### src/rtl/cart_pkg.sv
// rtl/cart_pkg.sv - shared types and constants for the cartridge bus responder
package cart_pkg;

  localparam int AD_W = 16;
  localparam logic [AD_W-1:0] FILL_WORD_DEFAULT = 16'hFFFF;

  typedef enum logic [1:0] {
    IDLE,
    FETCH,
    READY,
    DRIVE
  } cart_state_t;

endpackage

### src/rtl/cart_sync.sv
// rtl/cart_sync.sv - N-bit multi-stage synchronizer with registered edge pulses
module cart_sync #(
  parameter int W      = 1,
  parameter int STAGES = 2
) (
  input  logic         clk,
  input  logic         rst,
  input  logic [W-1:0] d,
  output logic [W-1:0] q,
  output logic [W-1:0] rise,
  output logic [W-1:0] fall
);

  logic [W-1:0] chain [STAGES];

  // Edge pulses line up with q: they compare the value about to appear on q
  // against the value q holds now.
  always_ff @(posedge clk or posedge rst) begin
    if (rst) begin
      for (int i = 0; i < STAGES; i++) chain[i] <= '0;
      rise <= '0;
      fall <= '0;
    end else begin
      chain[0] <= d;
      for (int i = 1; i < STAGES; i++) chain[i] <= chain[i-1];
      rise <= chain[STAGES-2] & ~chain[STAGES-1];
      fall <= ~chain[STAGES-2] & chain[STAGES-1];
    end
  end

  assign q = chain[STAGES-1];

endmodule

### src/rtl/cart_responder.sv
// rtl/cart_responder.sv - cartridge-side responder serving RD pulses from a prefetching memory port
module cart_responder
  import cart_pkg::*;
#(
  parameter int              SYNC_STAGES = 2,
  parameter logic [AD_W-1:0] FILL_WORD   = FILL_WORD_DEFAULT
) (
  input  logic            CLK,
  input  logic            RST,
  input  logic            CS,
  input  logic            RD,
  input  logic            WR,
  input  logic [AD_W-1:0] AD_IN,
  output logic [AD_W-1:0] AD_OUT,
  output logic            AD_OE,
  output logic            MEM_REQ,
  output logic [AD_W-1:0] MEM_ADDR,
  input  logic            MEM_VALID,
  input  logic [AD_W-1:0] MEM_DATA,
  output logic            UNDERRUN,
  output logic [15:0]     READ_COUNT
);

  logic [2:0]      strb_q, strb_rise, strb_fall;
  logic [AD_W-1:0] ad_q, ad_rise, ad_fall;
  logic            cs_fall, cs_rise, rd_fall, rd_rise;
  logic            unused_sync;

  cart_state_t     state;
  logic [AD_W-1:0] addr;
  logic [AD_W-1:0] buf_data;
  logic            buf_valid;
  logic            und;
  logic            fetch_issued;
  logic            req_live;

  cart_sync #(.W(3), .STAGES(SYNC_STAGES)) u_strb_sync (
    .clk  (CLK),
    .rst  (RST),
    .d    ({CS, RD, WR}),
    .q    (strb_q),
    .rise (strb_rise),
    .fall (strb_fall)
  );

  cart_sync #(.W(AD_W), .STAGES(SYNC_STAGES)) u_ad_sync (
    .clk  (CLK),
    .rst  (RST),
    .d    (AD_IN),
    .q    (ad_q),
    .rise (ad_rise),
    .fall (ad_fall)
  );

  assign cs_fall     = strb_fall[2];
  assign cs_rise     = strb_rise[2];
  assign rd_fall     = strb_fall[1];
  assign rd_rise     = strb_rise[1];
  assign unused_sync = ^{strb_q, strb_rise[0], strb_fall[0], ad_rise, ad_fall};

  // req_live marks the outstanding fetch as belonging to the current address;
  // a fetch orphaned by CS rise or an underrun still completes but is dropped.
  always_ff @(posedge CLK or posedge RST) begin
    if (RST) begin
      state        <= IDLE;
      addr         <= '0;
      buf_data     <= '0;
      buf_valid    <= 1'b0;
      und          <= 1'b0;
      fetch_issued <= 1'b0;
      req_live     <= 1'b0;
      MEM_REQ      <= 1'b0;
      MEM_ADDR     <= '0;
      AD_OE        <= 1'b0;
      AD_OUT       <= FILL_WORD;
      UNDERRUN     <= 1'b0;
      READ_COUNT   <= '0;
    end else begin
      if (MEM_REQ && MEM_VALID) begin
        MEM_REQ  <= 1'b0;
        req_live <= 1'b0;
      end

      if (cs_rise) begin
        state     <= IDLE;
        AD_OE     <= 1'b0;
        und       <= 1'b0;
        buf_valid <= 1'b0;
        req_live  <= 1'b0;
      end else begin
        case (state)
          IDLE: begin
            if (cs_fall) begin
              addr         <= ad_q;
              state        <= FETCH;
              fetch_issued <= 1'b0;
              if (rd_fall) begin
                AD_OE    <= 1'b1;
                AD_OUT   <= FILL_WORD;
                UNDERRUN <= 1'b1;
                und      <= 1'b1;
              end
            end
          end
          FETCH: begin
            if (!fetch_issued && !MEM_REQ) begin
              MEM_REQ      <= 1'b1;
              MEM_ADDR     <= addr;
              fetch_issued <= 1'b1;
              req_live     <= 1'b1;
            end
            if (und) begin
              if (rd_rise) begin
                AD_OE        <= 1'b0;
                und          <= 1'b0;
                addr         <= addr + 16'd1;
                READ_COUNT   <= READ_COUNT + 16'd1;
                fetch_issued <= 1'b0;
                req_live     <= 1'b0;
              end
            end else if (rd_fall) begin
              AD_OE    <= 1'b1;
              AD_OUT   <= FILL_WORD;
              UNDERRUN <= 1'b1;
              und      <= 1'b1;
            end else if (MEM_REQ && MEM_VALID && req_live) begin
              buf_data  <= MEM_DATA;
              buf_valid <= 1'b1;
              state     <= READY;
            end
          end
          READY: begin
            if (rd_fall && buf_valid) begin
              AD_OE  <= 1'b1;
              AD_OUT <= buf_data;
              state  <= DRIVE;
            end
          end
          DRIVE: begin
            if (rd_rise) begin
              AD_OE        <= 1'b0;
              buf_valid    <= 1'b0;
              addr         <= addr + 16'd1;
              READ_COUNT   <= READ_COUNT + 16'd1;
              fetch_issued <= 1'b0;
              state        <= FETCH;
            end
          end
          default: state <= IDLE;
        endcase
      end
    end
  end

endmodule
### config.mk
export PLATFORM = sky130hd
export DESIGN_NAME = cart_responder
export DESIGN_NICKNAME = d
export VERILOG_FILES = /design/src/rtl/cart_pkg.sv /design/src/rtl/cart_sync.sv /design/src/rtl/cart_responder.sv
export SDC_FILE = /design/constraint.sdc
export NUM_CORES = 1
export LEC_CHECK = 0
export ABC_AREA = 1
export CAP_MARGIN = 20
export CELL_PAD_IN_SITES_DETAIL_PLACEMENT = 1
export CELL_PAD_IN_SITES_GLOBAL_PLACEMENT = 1
export CORE_MARGIN = 2
export CORE_UTILIZATION = 41
export DETAILED_ROUTE_END_ITERATION = 8
export PLACE_DENSITY_LB_ADDON = 0.1
export SLEW_MARGIN = 30
export SYNTH_ARGS = -nofsm -noshare
export SYNTH_HDL_FRONTEND = slang
export SYNTH_SLANG_ARGS = --single-unit
### constraint.sdc
create_clock -name CLK -period 5.1 [get_ports CLK]
set_input_delay 1.02 -clock CLK [delete_from_list [all_inputs] [get_ports CLK]]
set_output_delay 1.02 -clock CLK [all_outputs]
set_load 0.02 [all_outputs]
# Word level (Yosys, flattened, before mapping)
# Cells that the tools add are included.
[totals]
register_bits = 133
inputBits = 38
mem_count = 0
romBits = 0
output_inout_bits = 51
ramBits = 0
latch_bits = 0
[op_classes]
magnitude_cmp = 0
n_addsub = 2
shift = 0
reduce_logical = 24
bitwise = 7
multipliers = 0
eq_ne = 15
n_div = 0
mux = 59
[op_table]
columns = ["operator", "n"]
rows = [
  ["two-way mux 16 bit", 9],
  ["case mux 16 bit (3 select lines)", 2],
  ["two-way mux 1 bit", 34],
  ["adder 16 x 1 -> 16 bit, second input constant", 2],
  ["case mux 16 bit (2 select lines)", 1],
  ["AND reduction 5 bit", 3],
  ["two-way mux 2 bit", 7],
  ["!= test 3 x 2 -> 1 bit, second input constant", 4],
  ["AND reduction 4 bit", 3],
  ["nonzero test 3 bit", 4],
  ["!= test 3 x 1 -> 1 bit, second input constant", 3],
  ["AND reduction 3 bit", 3],
  ["case mux 2 bit (4 select lines)", 1],
  ["AND 3 bit", 2],
  ["!= test 2 bit, second input constant", 3],
  ["inverter 3 bit", 2],
  ["case mux 1 bit (2 select lines)", 3],
  ["AND reduction 6 bit", 1],
  ["== test 2 bit, second input constant", 2],
  ["logical AND 1 bit", 4],
  ["!= test 2 x 1 -> 1 bit, second input constant", 2],
  ["case mux 1 bit (4 select lines)", 1],
  ["nonzero test 2 bit", 2],
  ["inverter 1 bit", 3],
  ["other kinds (5)", 6],
]

# Longest topological paths before layout
[depth]
depth_word = 7
ltp_mapped = 11
ltp_nobuf = 11

# Cells and area by module
# A second synthesis with hierarchy kept.
[hier_totals]
cells_unflattened = 692
hier_area_um2 = 6846.6
[modules_own_cells]
columns = ["module", "area_each_um2", "seq_area_each_um2", "n_inst", "cells_each"]
rows = [
  ["cart_responder", 4509.3, 2247.2, 1, 519],
  ["cart_sync (u_ad_sync)", 1965.6, 1601.5, 1, 145],
  ["cart_sync (u_strb_sync)", 371.6, 300.3, 1, 28],
]

# Least setup slack after synthesis
# OpenSTA, ideal clock, no wires.
[synth_path]
path_type = "input-to-reg"
from = "input MEM_VALID"
to = "register buf_data[0]"
n_path_buf = 1
path_slack_ps = 3211
t_arrival_ps = 1772
stages = 6
cell_sequence = "nand3_1 > nor3_4 > nand2_4 > buf_6 > nand2_1 > nand2_1"
[synth_via]
elab_chain_cells = 3
[synth_lines]
columns = ["element", "line", "text"]
rows = [
  ["from (decl)", "cart_responder.sv:18", "input logic MEM_VALID,"],
  ["logical AND 1 bit (2 in a row)", "cart_responder.sv:126", "end else if (MEM_REQ && MEM_VALID && req_live) begin"],
  ["AND reduction 5 bit (no line)", "n/a", ""],
  ["to (signal assigned)", "cart_responder.sv:67", "buf_data <= '0;"],
  ["to (signal assigned)", "cart_responder.sv:127", "buf_data <= MEM_DATA;"],
  ["to (decl)", "cart_responder.sv:31", "logic [AD_W-1:0] buf_data;"],
]
# No other way between the ends.
# A chain may end at the register's enable or synchronous reset.

# Worst setup path after layout
[layout_path]
from = "register AD_OUT[15]"
to = "output AD_OUT[15]"
[layout_rtl]
columns = ["element", "line", "text"]
rows = [
  ["from (decl)", "cart_responder.sv:14", "output logic [AD_W-1:0] AD_OUT,"],
  ["from (signal assigned)", "cart_responder.sv:135", "AD_OUT <= buf_data;"],
]
# No word-level cell between the ends.

==> results.yml <==
run_status:
  status: "complete, no violations"
final_layout:
  area_growth_pct: 27.9
  antenna_cells: 0
  nets: 761
  drive_gt1_share_pct: 11.7
floorplanning:
  start_util_pct: 42.3
  io_pins: 89
  fp.dieArea_um2: 14700
  die_y_um: 121
  core-area_um2: 13300
  die_x_um: 121
  num_rows: 42
timing:
  holdWs_ns: 0.345
  finalSetupTns_ns: 0
  max_freq_mhz: 385
  rsz0062_at_grt: "no"
  max_slew_margin_pct: 50.6
  hold_viol: 0
  slew_violations: 0
  fin_crit_sh_pct: 51.0
  finalClockSkew_ns: 0.0100
  setup_violations: 0
  period_needed_ns: 2.60
  tightest_slew_ns: 0.740
grt:
  grt_max_degree: 75
  grt_pass1_vias: 4850
  grt_pass1_wl_mm: 23.8
  grt_usage_pct: 20.8
  overflow: 0
  antenna_found_initial: 0
critical_path:
  crit_chain: "clkdlybuf4s50_1"
  worstSetupStartpoint: "AD_OUT[15]"
  worst_r2r_path_depth: 9
  r2r_start: "state[0]"
  critical_path_depth: 1
  critPathCapture: "AD_OUT[15]"
  setup.worst_path.class: "flip-flop to primary output"
  crit_path_end_kind: "primary output"
  worstPathMaxFanout: 2
  worstPathRequired_ns: 4.08
  cp.buffers_inverters: 1
  critPathTopFamily: "buffers and inverters"
  max_stage_delay_ns: 0.61
  arrival_ns: 1.58
  start_kind: "flip-flop"
  reg2reg_setup_slack_ns: 2.83
  crit_path_top_delay_cell: "clkdlybuf4s50_1"
  r2r_end: "AD_OUT[11]"
clocking:
  clock_path_buffers: 2
  clk_latency_ns: 0.42
  cts_resized: 0
  cts_hold_buf: 0
  clock_tree.root_cell: "clkbuf_16"
  cts.sinks: 129
  cts_setup_buffers: 0
  cts_tree: "done"
  clkTransAtPathRegs_ns: 0.06
  h-tree-depth: 4
  cts_inserted_buffers: 17
routing:
  vias_per_cell: 4.96
  dr.first_iter.drc_count: 236
  drtAntennaViolNets: 0
  dr_total_vias: 4480
  drt_first_pass_iters: 4
  wl_met2_mm: 6.88
  wl_per_cell_um: 15.6
  wl_met3_um: 655
  wl_met1_mm: 6.37
  routed_wl_mm: 14.1
  drcViolationCount: 0
  top_layer: "met4"
synthesis:
  synth_top_family_by_area: "simple AND/OR/NAND/NOR gates"
  yosys.area_share.simple_pct: 26.0
  synth_compound_area_share_pct: 6.69
  synth_xor_area_share_pct: 1.71
  synth_async_sr_flop_share_pct: 100
  synth_seq_cells: 129
  synth_adder_area_share_pct: 1.77
  synthCells: 621
  ys_warn_count: 0
  avgSynthCellArea_um2: 9.09
  synth-edff-count: 0
  synth_area_um2: 5650
  synth_flop_cell: "dfrtp_1"
  synth.distinct_cells: 37
  seq_area_frac_synth_pct: 57.5
  syn_nets: 667
  muxShareOfSynthArea_pct: 0.997
job:
  maxCapViolCount: 0
placement:
  hpwlAfterDp_mm: 9.66
  port_buffers: 87
  place.gp.congestion: 0.881
worst_hold_path:
  hp-start: "u_ad_sync.chain[19]"
  min_path_type: "flip-flop to flip-flop"
pwr:
  ir_drop_mv: 0.309
  power.density_nw_per_um2: 592
  power.total_mw: 4.28
  power.static_leakage_nw: 3.36
[worst min-delay path by stage]
stage / cells after the start / endpoint
5_1_grt: 0 / u_ad_sync.q[9]
2_1_floorplan: 0 / u_ad_sync.q[0]
6_report: 0 / u_ad_sync.q[3]
3_5_place_dp: 0 / u_ad_sync.q[3]
3_3_place_gp: 0 / u_ad_sync.q[5]
4_1_cts: 0 / u_ad_sync.q[3]
[synthesized netlist by cell type, types with 4 or more instances]
master,instances,area share (%)
nor2_2,4,0.44
nand4_1,8,0.89
xor2_1,7,1.1
buf_6,7,1.4
mux2_2,5,1.0
nor2_4,6,1.2
nand2_2,6,0.66
nand2_1,165,11
o21ai_0,27,2.4
ha_1,8,1.8
dfrtp_1,113,50
nor2_1,91,6.1
buf_2,4,0.35
a21oi_1,25,2.2
xnor2_1,4,0.62
inv_1,45,3.0
nand3_1,44,3.9
dfstp_2,16,7.4
nor3_1,4,0.35
[flip-flops by register name, indices dropped and copies added (netlist names)]
name and cells:
AD_OE 1, AD_OUT 16, MEM_ADDR 16, MEM_REQ 1
READ_COUNT 16, UNDERRUN 1, addr 16, buf_data 16
buf_valid 1, fetch_issued 1, req_live 1, state 2
u_ad_sync.chain 16, u_ad_sync.q 16, u_strb_sync.chain 2, u_strb_sync.fall 2
u_strb_sync.q 2, u_strb_sync.rise 2, und 1
[metal layers]
metal	up-vias	track usage (%)
li1	2175	-
met1	2194	26.2
met2	95	34.8
met3	16	5.92
met4	0	6.39
met5	-	0
[where the power goes]
group	total, mW	switching (mW)	internal [mW]
logic	1.52	0.937	0.586
clock network	1.18	0.485	0.693
registers	1.57	0.227	1.35
total	4.28	1.65	2.63
[cell usage in the layout (no fill, tap or decap), drive strengths merged]
| master | count |
|---|---|
| xnor2 | 4 |
| nor2 | 101 |
| a31oi | 2 |
| a31o | 2 |
| nand3b | 2 |
| dfrtp | 113 |
| nor3 | 5 |
| dfstp | 16 |
| nand4 | 8 |
| nor4 | 1 |
| o21ai | 29 |
| ha | 8 |
| xor2 | 7 |
| clkinvlp | 3 |
| mux2 | 5 |
| a21oi | 28 |
| clkdlybuf4s50 | 87 |
| buf | 3 |
| a221oi | 1 |
| nand3 | 45 |
| clkinv | 5 |
| clkbuf | 19 |
| inv | 53 |
| or2 | 1 |
| bufinv | 1 |
| nand2 | 173 |
| o21a | 1 |
| o22ai | 2 |
| o211ai | 3 |
[kinds of logic after synthesis]
family,count (synthesis)
simple gates,336
flops,129
compound gates,68
buf+inv,64
xor+xnor,11
fa+ha+maj,8
mux,5
[through the flow]
stage | util (%) | setup WS [ns] | area [um2] | instances
final | 54.1 | 2.50 | 7220 | 904
after detailed placement | 49.8 | 2.21 | 6640 | 872
after floorplan | - | 0.665 | 5650 | 621
after global placement | 49.8 | 2.27 | 6640 | 872
after CTS | 54.1 | 2.48 | 7220 | 904
after global routing | 54.1 | 2.46 | 7220 | 904
[area by class of cell]
class                      instances  area [um2]
sequential                       129        3250
clock buffer                      19         443
multi-input combinational        428        2100
timing repair buffer              90         893
inverter                          49         189
tap                              176         220
fill                            1560        6130
clock inverter                    13         130
(Power assumes the default switching activity.)
